[src/rtl/srm_pkg.sv]
// Shared encodings for the srm instruction decoder and control FSM.
package srm_pkg;

    localparam logic [2:0] OPC_MOV = 3'b110;
    localparam logic [2:0] OPC_ALU = 3'b101;

    localparam logic [1:0] OP_MOVI = 2'b10;
    localparam logic [1:0] OP_MOVR = 2'b00;
    localparam logic [1:0] OP_ADD  = 2'b00;
    localparam logic [1:0] OP_CMP  = 2'b01;
    localparam logic [1:0] OP_AND  = 2'b10;
    localparam logic [1:0] OP_MVN  = 2'b11;

    localparam logic [1:0] VSEL_C     = 2'b00;
    localparam logic [1:0] VSEL_IMM8  = 2'b01;
    localparam logic [1:0] VSEL_PC    = 2'b10;
    localparam logic [1:0] VSEL_MDATA = 2'b11;

    localparam logic [1:0] ALU_ADD = 2'b00;
    localparam logic [1:0] ALU_SUB = 2'b01;
    localparam logic [1:0] ALU_AND = 2'b10;
    localparam logic [1:0] ALU_NOT = 2'b11;

    typedef enum logic [2:0] {WAIT, DECODE, WIMM, GETA, GETB, ALU, CMP, WRD} state_t;

    typedef enum logic [2:0] {
        CLS_ILL, CLS_MOVI, CLS_MOVR, CLS_ADD, CLS_CMP, CLS_AND, CLS_MVN
    } cls_t;

endpackage

[src/rtl/srm_instr_dec.sv]
// Splits the instruction register into fields, immediates and an instruction class.
module srm_instr_dec
    import srm_pkg::*;
#(
    parameter int unsigned DATA_W = 16
) (
    input  logic [DATA_W-1:0] ir,
    output logic [2:0]        rn,
    output logic [2:0]        rd,
    output logic [2:0]        rm,
    output logic [1:0]        shift,
    output logic [DATA_W-1:0] sximm8,
    output logic [DATA_W-1:0] sximm5,
    output cls_t              cls
);

    assign rn     = ir[10:8];
    assign rd     = ir[7:5];
    assign shift  = ir[4:3];
    assign rm     = ir[2:0];
    assign sximm8 = {{(DATA_W-8){ir[7]}}, ir[7:0]};
    assign sximm5 = {{(DATA_W-5){ir[4]}}, ir[4:0]};

    always_comb begin
        cls = CLS_ILL;
        case ({ir[15:13], ir[12:11]})
            {OPC_MOV, OP_MOVI}: cls = CLS_MOVI;
            {OPC_MOV, OP_MOVR}: cls = CLS_MOVR;
            {OPC_ALU, OP_ADD}:  cls = CLS_ADD;
            {OPC_ALU, OP_CMP}:  cls = CLS_CMP;
            {OPC_ALU, OP_AND}:  cls = CLS_AND;
            {OPC_ALU, OP_MVN}:  cls = CLS_MVN;
            default:            cls = CLS_ILL;
        endcase
    end

endmodule

[src/rtl/srm_controller.sv]
// Control FSM for the 16-bit datapath: latches one instruction and sequences its strobes.
module srm_controller
    import srm_pkg::*;
#(
    parameter int unsigned DATA_W = 16,
    parameter int unsigned REG_AW = 3
) (
    input  logic              clk,
    input  logic              rst_n,
    input  logic              s,
    input  logic [DATA_W-1:0] in,
    output logic              w,
    output logic              illegal,
    output logic [REG_AW-1:0] readnum,
    output logic [REG_AW-1:0] writenum,
    output logic              write,
    output logic [1:0]        vsel,
    output logic              loada,
    output logic              loadb,
    output logic              loadc,
    output logic              loads,
    output logic              asel,
    output logic              bsel,
    output logic [1:0]        shift,
    output logic [1:0]        ALUop,
    output logic [DATA_W-1:0] sximm8,
    output logic [DATA_W-1:0] sximm5
);

    state_t            state;
    logic [DATA_W-1:0] ir;
    logic [2:0]        rn, rd, rm;
    cls_t              cls;

    srm_instr_dec #(
        .DATA_W(DATA_W)
    ) u_dec (
        .ir    (ir),
        .rn    (rn),
        .rd    (rd),
        .rm    (rm),
        .shift (shift),
        .sximm8(sximm8),
        .sximm5(sximm5),
        .cls   (cls)
    );

    always_ff @(posedge clk or negedge rst_n) begin
        if (!rst_n) begin
            state <= WAIT;
            ir    <= '0;
        end else begin
            unique case (state)
                WAIT: begin
                    if (s) begin
                        ir    <= in;
                        state <= DECODE;
                    end
                end
                DECODE: begin
                    case (cls)
                        CLS_MOVI:                   state <= WIMM;
                        CLS_MOVR, CLS_MVN:          state <= GETB;
                        CLS_ADD, CLS_CMP, CLS_AND:  state <= GETA;
                        default:                    state <= WAIT;
                    endcase
                end
                WIMM: state <= WAIT;
                GETA: state <= GETB;
                GETB: state <= (cls == CLS_CMP) ? CMP : ALU;
                ALU:  state <= WRD;
                CMP:  state <= WAIT;
                WRD:  state <= WAIT;
            endcase
        end
    end

    // Moore decode: every strobe is a function of the state register and the latched IR.
    always_comb begin
        w        = (state == WAIT);
        illegal  = 1'b0;
        readnum  = '0;
        writenum = '0;
        write    = 1'b0;
        vsel     = VSEL_C;
        loada    = 1'b0;
        loadb    = 1'b0;
        loadc    = 1'b0;
        loads    = 1'b0;
        asel     = 1'b0;
        bsel     = 1'b0;
        ALUop    = ALU_ADD;
        unique case (state)
            WAIT: ;
            DECODE: illegal = (cls == CLS_ILL);
            WIMM: begin
                writenum = REG_AW'(rn);
                vsel     = VSEL_IMM8;
                write    = 1'b1;
            end
            GETA: begin
                readnum = REG_AW'(rn);
                loada   = 1'b1;
            end
            GETB: begin
                readnum = REG_AW'(rm);
                loadb   = 1'b1;
            end
            ALU: begin
                loadc = 1'b1;
                asel  = (cls == CLS_MOVR) || (cls == CLS_MVN);
                case (cls)
                    CLS_AND: ALUop = ALU_AND;
                    CLS_MVN: ALUop = ALU_NOT;
                    default: ALUop = ALU_ADD;
                endcase
            end
            CMP: begin
                ALUop = ALU_SUB;
                loads = 1'b1;
            end
            WRD: begin
                writenum = REG_AW'(rd);
                vsel     = VSEL_C;
                write    = 1'b1;
            end
        endcase
    end

endmodule

[config.mk]
export PLATFORM = sky130hd
export DESIGN_NAME = srm_controller
export DESIGN_NICKNAME = d
export VERILOG_FILES = /design/src/rtl/srm_pkg.sv /design/src/rtl/srm_instr_dec.sv /design/src/rtl/srm_controller.sv
export SDC_FILE = /design/constraint.sdc
export NUM_CORES = 1
export LEC_CHECK = 0
export ABC_CLOCK_PERIOD_IN_PS = 1800
export CAP_MARGIN = 20
export CORE_MARGIN = 2
export CORE_UTILIZATION = 36
export DETAILED_ROUTE_END_ITERATION = 16
export PLACE_DENSITY_LB_ADDON = 0.05
export SETUP_SLACK_MARGIN = 0.05
export SLEW_MARGIN = 0
export SYNTH_ARGS = -nofsm -noshare
export SYNTH_HDL_FRONTEND = slang
export SYNTH_HIERARCHICAL = 1
export SYNTH_SLANG_ARGS = --single-unit
[constraint.sdc]
create_clock -name clk -period 1.8 [get_ports clk]
set_clock_uncertainty 0.05 [all_clocks]
set_input_delay 0.36 -clock clk [delete_from_list [all_inputs] [get_ports clk]]
set_output_delay 0.36 -clock clk [all_outputs]
set_load 0.005 [all_outputs]
Word-level counts from Yosys, hierarchy flattened
Cells that the tools add are included.

word-level totals
  input port bits = 19
  bits in registers = 19
  output and inout bits = 53

operators by class
  reductions and logical operators = 8
  equality and inequality tests = 20
  muxes and demuxes = 17

operator list
  operator                                              number
  case mux 3 bit (6 select lines)                       2
  equality test 5 bit (second input constant)           6
  equality test 3 bit (second input constant)           7
  equality test 3 x 2 -> 1 bit (second input constant)  4
  case mux 3 bit (2 select lines)                       2
  case mux 3 bit (3 select lines)                       1
  two-way mux 1 bit                                     8
  case mux 2 bit (2 select lines)                       2
  equality test 3 x 1 -> 1 bit (second input constant)  2
  zero test 3 bit                                       2
  OR reduction 3 bit                                    2
  OR reduction 2 bit                                    2
  two-way mux 3 bit                                     1
  two-way mux 2 bit                                     1
  != test 2 bit (second input constant)                 1
  AND reduction 2 bit                                   1
  logical OR 1 bit                                      1

Depth between registers and ports, before layout
Gate-level depths: netlist of the first run.

  word-level depth = 6
  mapped depth = 6
  mapped depth without buffers = 5

By module
Netlist of the first run, hierarchy kept.

modules (own cells, without submodules)
  module          cells an instance  seq. area each (um^2)  times used  area each (um^2)
  srm_controller  82                 475.5                  1           1038.5
  srm_instr_dec   53                 0.0                    1           386.6

Least setup slack after synthesis of the first run
No wires, ideal clock.

  kind = register -> output
  start point = register ir[14]
  end point = output ALUop[0]
  required time = 1.390 ns
  data arrival time = 1.537 ns
  buffers on the path = 0
  path slack = -0.147 ns
  cell stages (with the launch flop) = 6
  cells stage by stage = dfrtp_1 > nand2b_1 > o32ai_1 > nor2b_1 > and2_1 > a21o_1

between the ends
  word-level cells in the longest chain between the ends = 5

ends and longest elaborated chain
  what                               RTL line               RTL
  from (decl)                        srm_controller.sv:31   logic [DATA_W-1:0] ir;
  from (signal assigned)             srm_controller.sv:56   ir <= in;
  equality test 5 bit                srm_instr_dec.sv:26    case ({ir[15:13], ir[12:11]})
  case mux 3 bit (6 select lines) *  srm_instr_dec.sv:26
  named net cls[1]                   srm_controller.sv:33   cls_t cls;
  equality test 3 bit                srm_controller.sv:112  case (cls)
  case mux 2 bit (2 select lines) *  srm_controller.sv:112
  case mux 2 bit (2 select lines) *  srm_controller.sv:93   unique case (state)
  to (decl)                          srm_controller.sv:25   output logic [1:0] ALUop,

Mark *: on every way through the listed nets, which the timed path passes. The rest lies on a longest branch.

Final worst setup path of the first run
  start point = register ir[12]
  end point = output illegal

between the ends
  word-level cells in the longest chain between the ends = 4

ends and longest elaborated chain
  what                               RTL line              RTL
  equality test 5 bit                srm_instr_dec.sv:26
  case mux 3 bit (6 select lines) *  srm_instr_dec.sv:26
  named net cls[1]                   srm_controller.sv:33
  zero test 3 bit *                  srm_controller.sv:95  DECODE: illegal = (cls == CLS_ILL);
  two-way mux 1 bit *                srm_controller.sv:93
  to (decl)                          srm_controller.sv:13  output logic illegal,

Marked as above.

==> results of run 1 <==
critical path, cell delays in order (launching register included):
cell and delay [ps]:
dfrtp_1 410, buf_4 160, nand2_1 110, o32ai_4 90, buf_4 150, or4_4 470, nor3_2 100, buf_2 130
per-stage QoR:
| step | cells | hold slack, ps | setup WS [ps] | setup TNS, ps |
|---|---|---|---|---|
| 6_report | 254 | 378 | -491 | -2270 |
| 5_1_grt | 254 | 401 | -610 | -3060 |
| 4_1_cts | 251 | 382 | -538 | -2500 |
| 3_5_place_dp | 224 | 477 | -581 | -3020 |
| 3_3_place_gp | 224 | 485 | -509 | -2720 |
| 2_1_floorplan | 136 | 14.4 | -18.5 | -18.5 |
flip-flops by register name (all words and copies together) (netlist names):
signal / flops
ir: 16
state: 3
synth_stat cells, drive strengths merged:
library cell  instances
buf                  50
dfrtp                19
mux2                 16
nor2b                 6
o21ai                 4
a22o                  3
a22oi                 3
and2                  3
nor2                  3
nor3                  3
a211oi                2
and3                  2
inv                   2
nand2                 2
nand2b                2
nor3b                 2
a2111oi               1
a21o                  1
a31oi                 1
and3b                 1
conb                  1
nand3b                1
nand4bb               1
o21a                  1
o32ai                 1
or3b                  1
or4                   1
xnor2                 1
xor2                  1
worst max-delay path by stage:
stage,cells after the start,start,to
after floorplan,5,ir[11]$_DFFE_PN0P_,ALUop[0]
after global placement,5,ir[14]$_DFFE_PN0P_,illegal
after detailed placement,5,ir[14]$_DFFE_PN0P_,illegal
after CTS,6,ir[14]$_DFFE_PN0P_,illegal
after global routing,6,ir[13]$_DFFE_PN0P_,illegal
final,7,ir[12]$_DFFE_PN0P_,illegal
final cells by class:
cell class | count | area, um2 | share of cell area (%)
well taps | 48 | 60.1 | 2.47
multi-input cells | 65 | 748 | 30.8
flip-flops and latches | 19 | 480 | 19.8
clock buffers | 3 | 41.3 | 1.70
clock inverters | 1 | 5.00 | 0.206
inverters | 2 | 7.51 | 0.309
repair buffers | 116 | 1090 | 44.8
logic make-up after synthesis:
| family | count (synthesis) | share of synthesized area, % |
|---|---|---|
| AO/OA/AOI/OAI | 17 | 8.60 |
| XOR/XNOR | 2 | 1.23 |
| buffers and inverters | 52 | 28.2 |
| flip-flops | 19 | 33.4 |
| multiplexers | 16 | 15.3 |
| other | 1 | 0.263 |
| AND/OR/NAND/NOR | 28 | 13.1 |
power groups by stage:
stage | Clock (mW) | Sequential [mW] | Combinational, mW
final | 0.306 | 0.896 | 3.24
after global routing | 0.335 | 0.930 | 3.47
after CTS | 0.318 | 0.929 | 2.99
after detailed placement | 0 | 0.912 | 2.33
after global placement | 0 | 0.896 | 2.31
after floorplan | 0 | 0.849 | 1.69
layer usage:
metal  vias to the layer above  part of all wire (%)  wire, um  GRT usage (%)
met2                        45                    54      2010           30.3
met5                         -                     0         0              0
met4                         0                   1.3        49           6.38
met3                         5                   5.6       211           3.21
met1                       554                    39      1470           18.1
li1                        556                     -         -              -
what timing repair did:
| action | in CTS | in global routing |
|---|---|---|
| setup buffers | 23 | 8 |
| gates cloned | 0 | 1 |
| gates resized for setup | 119 | 20 |
| endpoints found under the setup margin | 39 | 49 |
| pin swaps | 20 | 15 |
==> results.md, run 1 <==
* Status: complete, but fails checks
* Violated checks: negative setup slack
* Placed Area at approximately 2000 um2
* P_sw at 1.50 mW
* Setup ws final at -491 ps
* Hold Path Class: input pin to async pin
* Total iterations of the first detailed-routing run at 4
* Power share of the clock group at 6.9%
* Warnings from Yosys at 6
* Io pins at 72
* Final Hold Viols at 0
* CTS Buf Count at 3
* Synth area leaders: dfrtp_1, buf_4, mux2_4
* Crit path DAT at between 1500 and 2000 ps
* Most common cell after layout, fill and taps aside: clkdlybuf4s50_1
* CP max FO at 3
* Die area at 4480 um2
* Gate power share at between 70% and 80%
* Port bufs at 69
* First-pass GRT wire length at 5.44 mm
* Final Total Pwr at approximately 4.4 mW
* Util after Layout at 64.9%
* Crit path capture type: output port
* Die height at 66.9 um
* Antenna Cells at 0
* GR Util All Layers at 16.3%
* CTS tree: built
* DR iter-0 viols at 53
* P per Cell Area at 1830 nW/um2
* Nets@finish at 226
* Max Clk Rate at 0.437 GHz
* Syn Area/Cell at 10.6 um2
* Routed WL at 3.74 mm
* Hold Buf Count CTS at 0
* FF-to-FF Start: ir[12]$_DFFE_PN0P_
* Cell leakage power at 1.10 nW
* Post-synthesis register bit count at 19
* Core ar. at between 3000 and 4000 um2
* Part of the power in registers at 20.2%
* Maximum level of the CTS H-tree at 1
* Row Count at 22
* Minimum clock period at around 2300 ps
* DR vias at 1160
* Worst EP required at 1390 ps
* Die X at 66.9 um
* GPL Wtd Cong at 0.718
* Largest net degree at the start of global routing at 20
* Final Cell Area at 2430 um2
* Vias in the first global route at 1173
* Sequential area share after synthesis at between 30% and 40%
* Global route overflow at 0
* Int Power at 2.94 mW
* Unique masters post-synth at 37
* Worst reg2reg endpoint: state[0]$_DFFE_PN0P_
* Finish-stage setup viols at 10
* Max-slew violation count at 0
* Kind of critical path: flop to output port
* Critical path launch point type: flop
* Worst-path clk slew at 80 ps
* Share of the synthesized area in the top cell type at 33.4%
* Num Clock Sinks at 19
* Clock Tree Buf Depth at 2
* WL/cell at 14.7 um
* Vias per Instance at 4.57
* R2r setup slk at -60 ps
* R2R depth at 8
* Post-Synthesis Cells at 135
* Initial antenna violation count at 0
* Sw Ratio at 33.8%
* Max cap viols at 0
* Final Cycle Share at 127%
* Mapped cell area at 1430 um2
* Starting Density at 38.1%
* P&R area growth vs syn at 70.6%
* Hpwl dp at about 2.3 mm
* Most frequent cells in the layout: clkdlybuf4s50_1, buf_4, buf_6, mux2_4, dfrtp_1
* Antenna Violating Nets Remaining at 0
* Root buffer cell: clkbuf_8
* FILL cells at just over 300
* DR DRC count at 0
* Yosys top cell by area: dfrtp_1
* Share of layout cells above drive strength 1 at 56.8%
* Maximum vdd drop at 713 uV
* Clk_lat worst skew at 260 ps
* RSZ-0062 raised after global routing: yes
No activity file was read; power rests on OpenSTA's default activity.
==> run 2: changes to the inputs <==
--- a/config.mk
+++ b/config.mk
@@ -7,7 +7,7 @@
 export LEC_CHECK = 0
 export ABC_CLOCK_PERIOD_IN_PS = 1800
 export CAP_MARGIN = 20
-export CORE_MARGIN = 2
+export CORE_MARGIN = 10
 export CORE_UTILIZATION = 36
 export DETAILED_ROUTE_END_ITERATION = 16
 export PLACE_DENSITY_LB_ADDON = 0.05
==> run 2 against run 1 <==
Compared with the run above: the flow still finishes with violations (negative setup slack); first-iteration DRC count shrank 23%; core utilization is 1.2 points higher; register-to-register slack got worse by 80 ps; sequential share of layout area down 0.37 points; clock power rose by 3%; maximum frequency down 2.0%; sequential cell count did not move; die area rose by 54%; combinational power rose by 2%; largest power group unchanged.
==> results.md, run 2 (synthesis results as in run 1) <==
* FF-to-FF Start: ir[14]$_DFFE_PN0P_
* Io pins at 72 (unchanged)
* Cell leakage power at 1.19 nW (+8.3%)
* Max cap viols at 0 (unchanged)
* Finish-stage setup viols at 12 (+2)
* Largest register FFs at 16 (unchanged)
* Int Power at 2.98 mW (+1.4%)
* Worst-path clk slew at 80 ps (about the same)
* Final Total Pwr at 4.53 mW (+1.9%)
* GPL Wtd Cong at 0.682 (-5.0%)
* # placed instances at 223 (-0.45%)
* P per Cell Area at 1830 nW/um2 (about the same)
* Clock Tree Buf Depth at 2 (unchanged)
* Initial antenna violation count at 0 (unchanged)
* Crit path DAT at 1930 ps (+50 ps)
* Nets@finish at 228 (+0.88%)
* Antenna Cells at 0 (unchanged)
* Min Hold Slack at 380 ps (+2.08 ps)
* Minimum clock period at 2340 ps (+46.6 ps)
* Setup TNS at -2510 ps (-244 ps)
* CP max FO at 4 (+1)
* R2R depth at 9 (+1)
* Critical path launch point type: flop
* Maximum level of the CTS H-tree at 1 (unchanged)
* Top Registers: ir x16, state x3
* Final Cycle Share at 130% (+2.6 points)
* Routed WL at 4.28 mm (+14%)
* DR iter-0 viols at 41 (-23%)
* Vias per Instance at 4.61 (+0.93%)
* Hold Path Class: input pin to async pin
* Root buffer cell: clkbuf_8
* Final Hold Viols at 0 (unchanged)
* Most common cell after layout, fill and taps aside: clkdlybuf4s50_1
* CTS Buf Count at 3 (unchanged)
* Power share of the clock group at 6.9% (about the same)
* Kind of critical path: flop to output port
* Setup ws final at -537 ps (-46.6 ps)
* Hpwl dp at 2.78 mm (+22%)
* Total iterations of the first detailed-routing run at 4 (unchanged)
* Num Clock Sinks at 19 (unchanged)
* Status: complete, but fails checks
* GR Util All Layers at 11.0% (-5.4 points)
* P&R area growth vs syn at 73.8%
* Share of layout cells above drive strength 1 at 56.3% (-0.55 points)
* Gate power share at 73.4% (+0.4 points)
* Die area at 6870 um2 (+54%)
* CP peak stage delay at 490 ps (+20 ps)
* P_sw at 1.55 mW (+3.0%)
* Global route overflow at 0 (unchanged)
* First-pass GRT wire length at 6.48 mm (+19%)
* Max-slew violation count at 0 (unchanged)
* Row Count at 22 (unchanged)
* Die height at 82.9 um (+24%)
* WL/cell at 16.7 um (+13%)
* Register with the most flip-flops: ir
* FILL cells at 289 (-5.2%)
* Die X at 82.9 um (+24%)
* Core ar. at 3740 um2 (unchanged)
* Crit path max-delay family: simple AND/OR/NAND/NOR gates
* Antenna Violating Nets Remaining at 0 (unchanged)
* CP max stage cell: or4_4
* Clk_lat worst skew at 260 ps (about the same)
* Most frequent cells in the layout: clkdlybuf4s50_1, buf_6, buf_4, mux2_4, dfrtp_1
* DR DRC count at 0 (unchanged)
* Port bufs at 69 (unchanged)
* Violated checks: negative setup slack
* Max Clk Rate at 0.428 GHz (-2.0%)
* RSZ-0062 raised after global routing: yes
* Crit path capture type: output port
* Starting Density at 38.1% (unchanged)
* Non-filler instance count after layout at 256 (+0.79%)
* Hold Buf Count CTS at 0 (unchanged)
* Worst EP required at 1390 ps (about the same)
* Part of the power in registers at 19.7% (-0.5 points)
* R2r setup slk at -140 ps (-80 ps)
* Crit path buf inv count at 2 (-1)
* Maximum vdd drop at 748 uV (+4.9%)
* Sw Ratio at 34.2% (+0.36 points)
* CTS tree: built
* Crit path cell chain: xnor2_2 > o32ai_4 > buf_4 > or4_4 > nor3_4 > buf_2
* Util after Layout at 66.2% (+1.2 points)
* DR vias at 1180 (+1.7%)
* Worst reg2reg endpoint: state[0]$_DFFE_PN0P_
* Vias in the first global route at 1273 (+8.5%)
* Largest net degree at the start of global routing at 20 (unchanged)
## run 2: cell count changes in the layout (fill, tap and decap cells not counted), moves of 2 or more
| cell | change |
|---|---|
| clkdlybuf4s50_1 | -8 |
| dlymetal6s2s_1 | +8 |
| buf_6 | +5 |
| buf_4 | -3 |
| nor2b_2 | -2 |
| o21ai_1 | -2 |
## run 2: how the worst max path moves through the flow
stage	cells past startpoint	slack, ps	endpoint	from
6_report	6	-540	illegal	ir[13]$_DFFE_PN0P_
5_1_grt	6	-640	illegal	ir[13]$_DFFE_PN0P_
4_1_cts	6	-550	illegal	ir[13]$_DFFE_PN0P_
3_5_place_dp	5	-570	illegal	ir[14]$_DFFE_PN0P_
3_3_place_gp	5	-500	illegal	ir[14]$_DFFE_PN0P_
2_1_floorplan	5	-20	ALUop[0]	ir[11]$_DFFE_PN0P_
## run 2: repair_timing
item | in CTS | in global routing
pin swaps | 17 | 16
setup buffers | 21 | 8
gates cloned | 0 | 1
endpoints found under the setup margin | 38 | 40
resized for setup | 97 | 47
## run 2: per-layer routing
metal  vias to the layer above  track usage, %  part of all wire [%]
met4                         0            3.23                  0.49
met1                       567            11.6                    39
met3                         4            5.08                   9.0
li1                        561               -                     -
met2                        48            19.0                    52
met5                         -               0                     0
## run 2: final cells by class
class                           instances  area, um2  area share (%)
Clock buffer                            3       41.3            1.67
Clock inverter                          1       7.51           0.303
Inverter                                2       10.0           0.404
Multi-Input combinational cell         65        733            29.6
Sequential cell                        19        480            19.4
Tap cell                               48       60.1            2.42
Timing Repair Buffer                  118       1140            46.2
## run 2: power groups by stage
stage / clock (mW) / sequential [mW] / combinational [mW]
final: 0.315 / 0.891 / 3.32
after global routing: 0.344 / 0.925 / 3.57
after CTS: 0.326 / 0.920 / 2.84
after detailed placement: 0 / 0.912 / 2.35
after global placement: 0 / 0.893 / 2.34
after floorplan: 0 / 0.849 / 1.69
## run 2: metrics by stage
stage / instance area (um2) / worst slack (ps)
finish: 2480 / -537
CTS: 2230 / -545
global route: 2480 / -644
detailed placement: 1970 / -570
floorplan: 1460 / -18.5
global placement: 1970 / -501
==> run 3: changes to the inputs <==
--- a/config.mk
+++ b/config.mk
@@ -7,12 +7,11 @@
 export LEC_CHECK = 0
 export ABC_CLOCK_PERIOD_IN_PS = 1800
 export CAP_MARGIN = 20
-export CORE_MARGIN = 10
+export CORE_MARGIN = 2
 export CORE_UTILIZATION = 36
 export DETAILED_ROUTE_END_ITERATION = 16
 export PLACE_DENSITY_LB_ADDON = 0.05
 export SETUP_SLACK_MARGIN = 0.05
-export SLEW_MARGIN = 0
 export SYNTH_ARGS = -nofsm -noshare
 export SYNTH_HDL_FRONTEND = slang
 export SYNTH_HIERARCHICAL = 1
==> results of run 3 <==
Same layout as run 1: the final DEF is identical, and so are final timing and power.
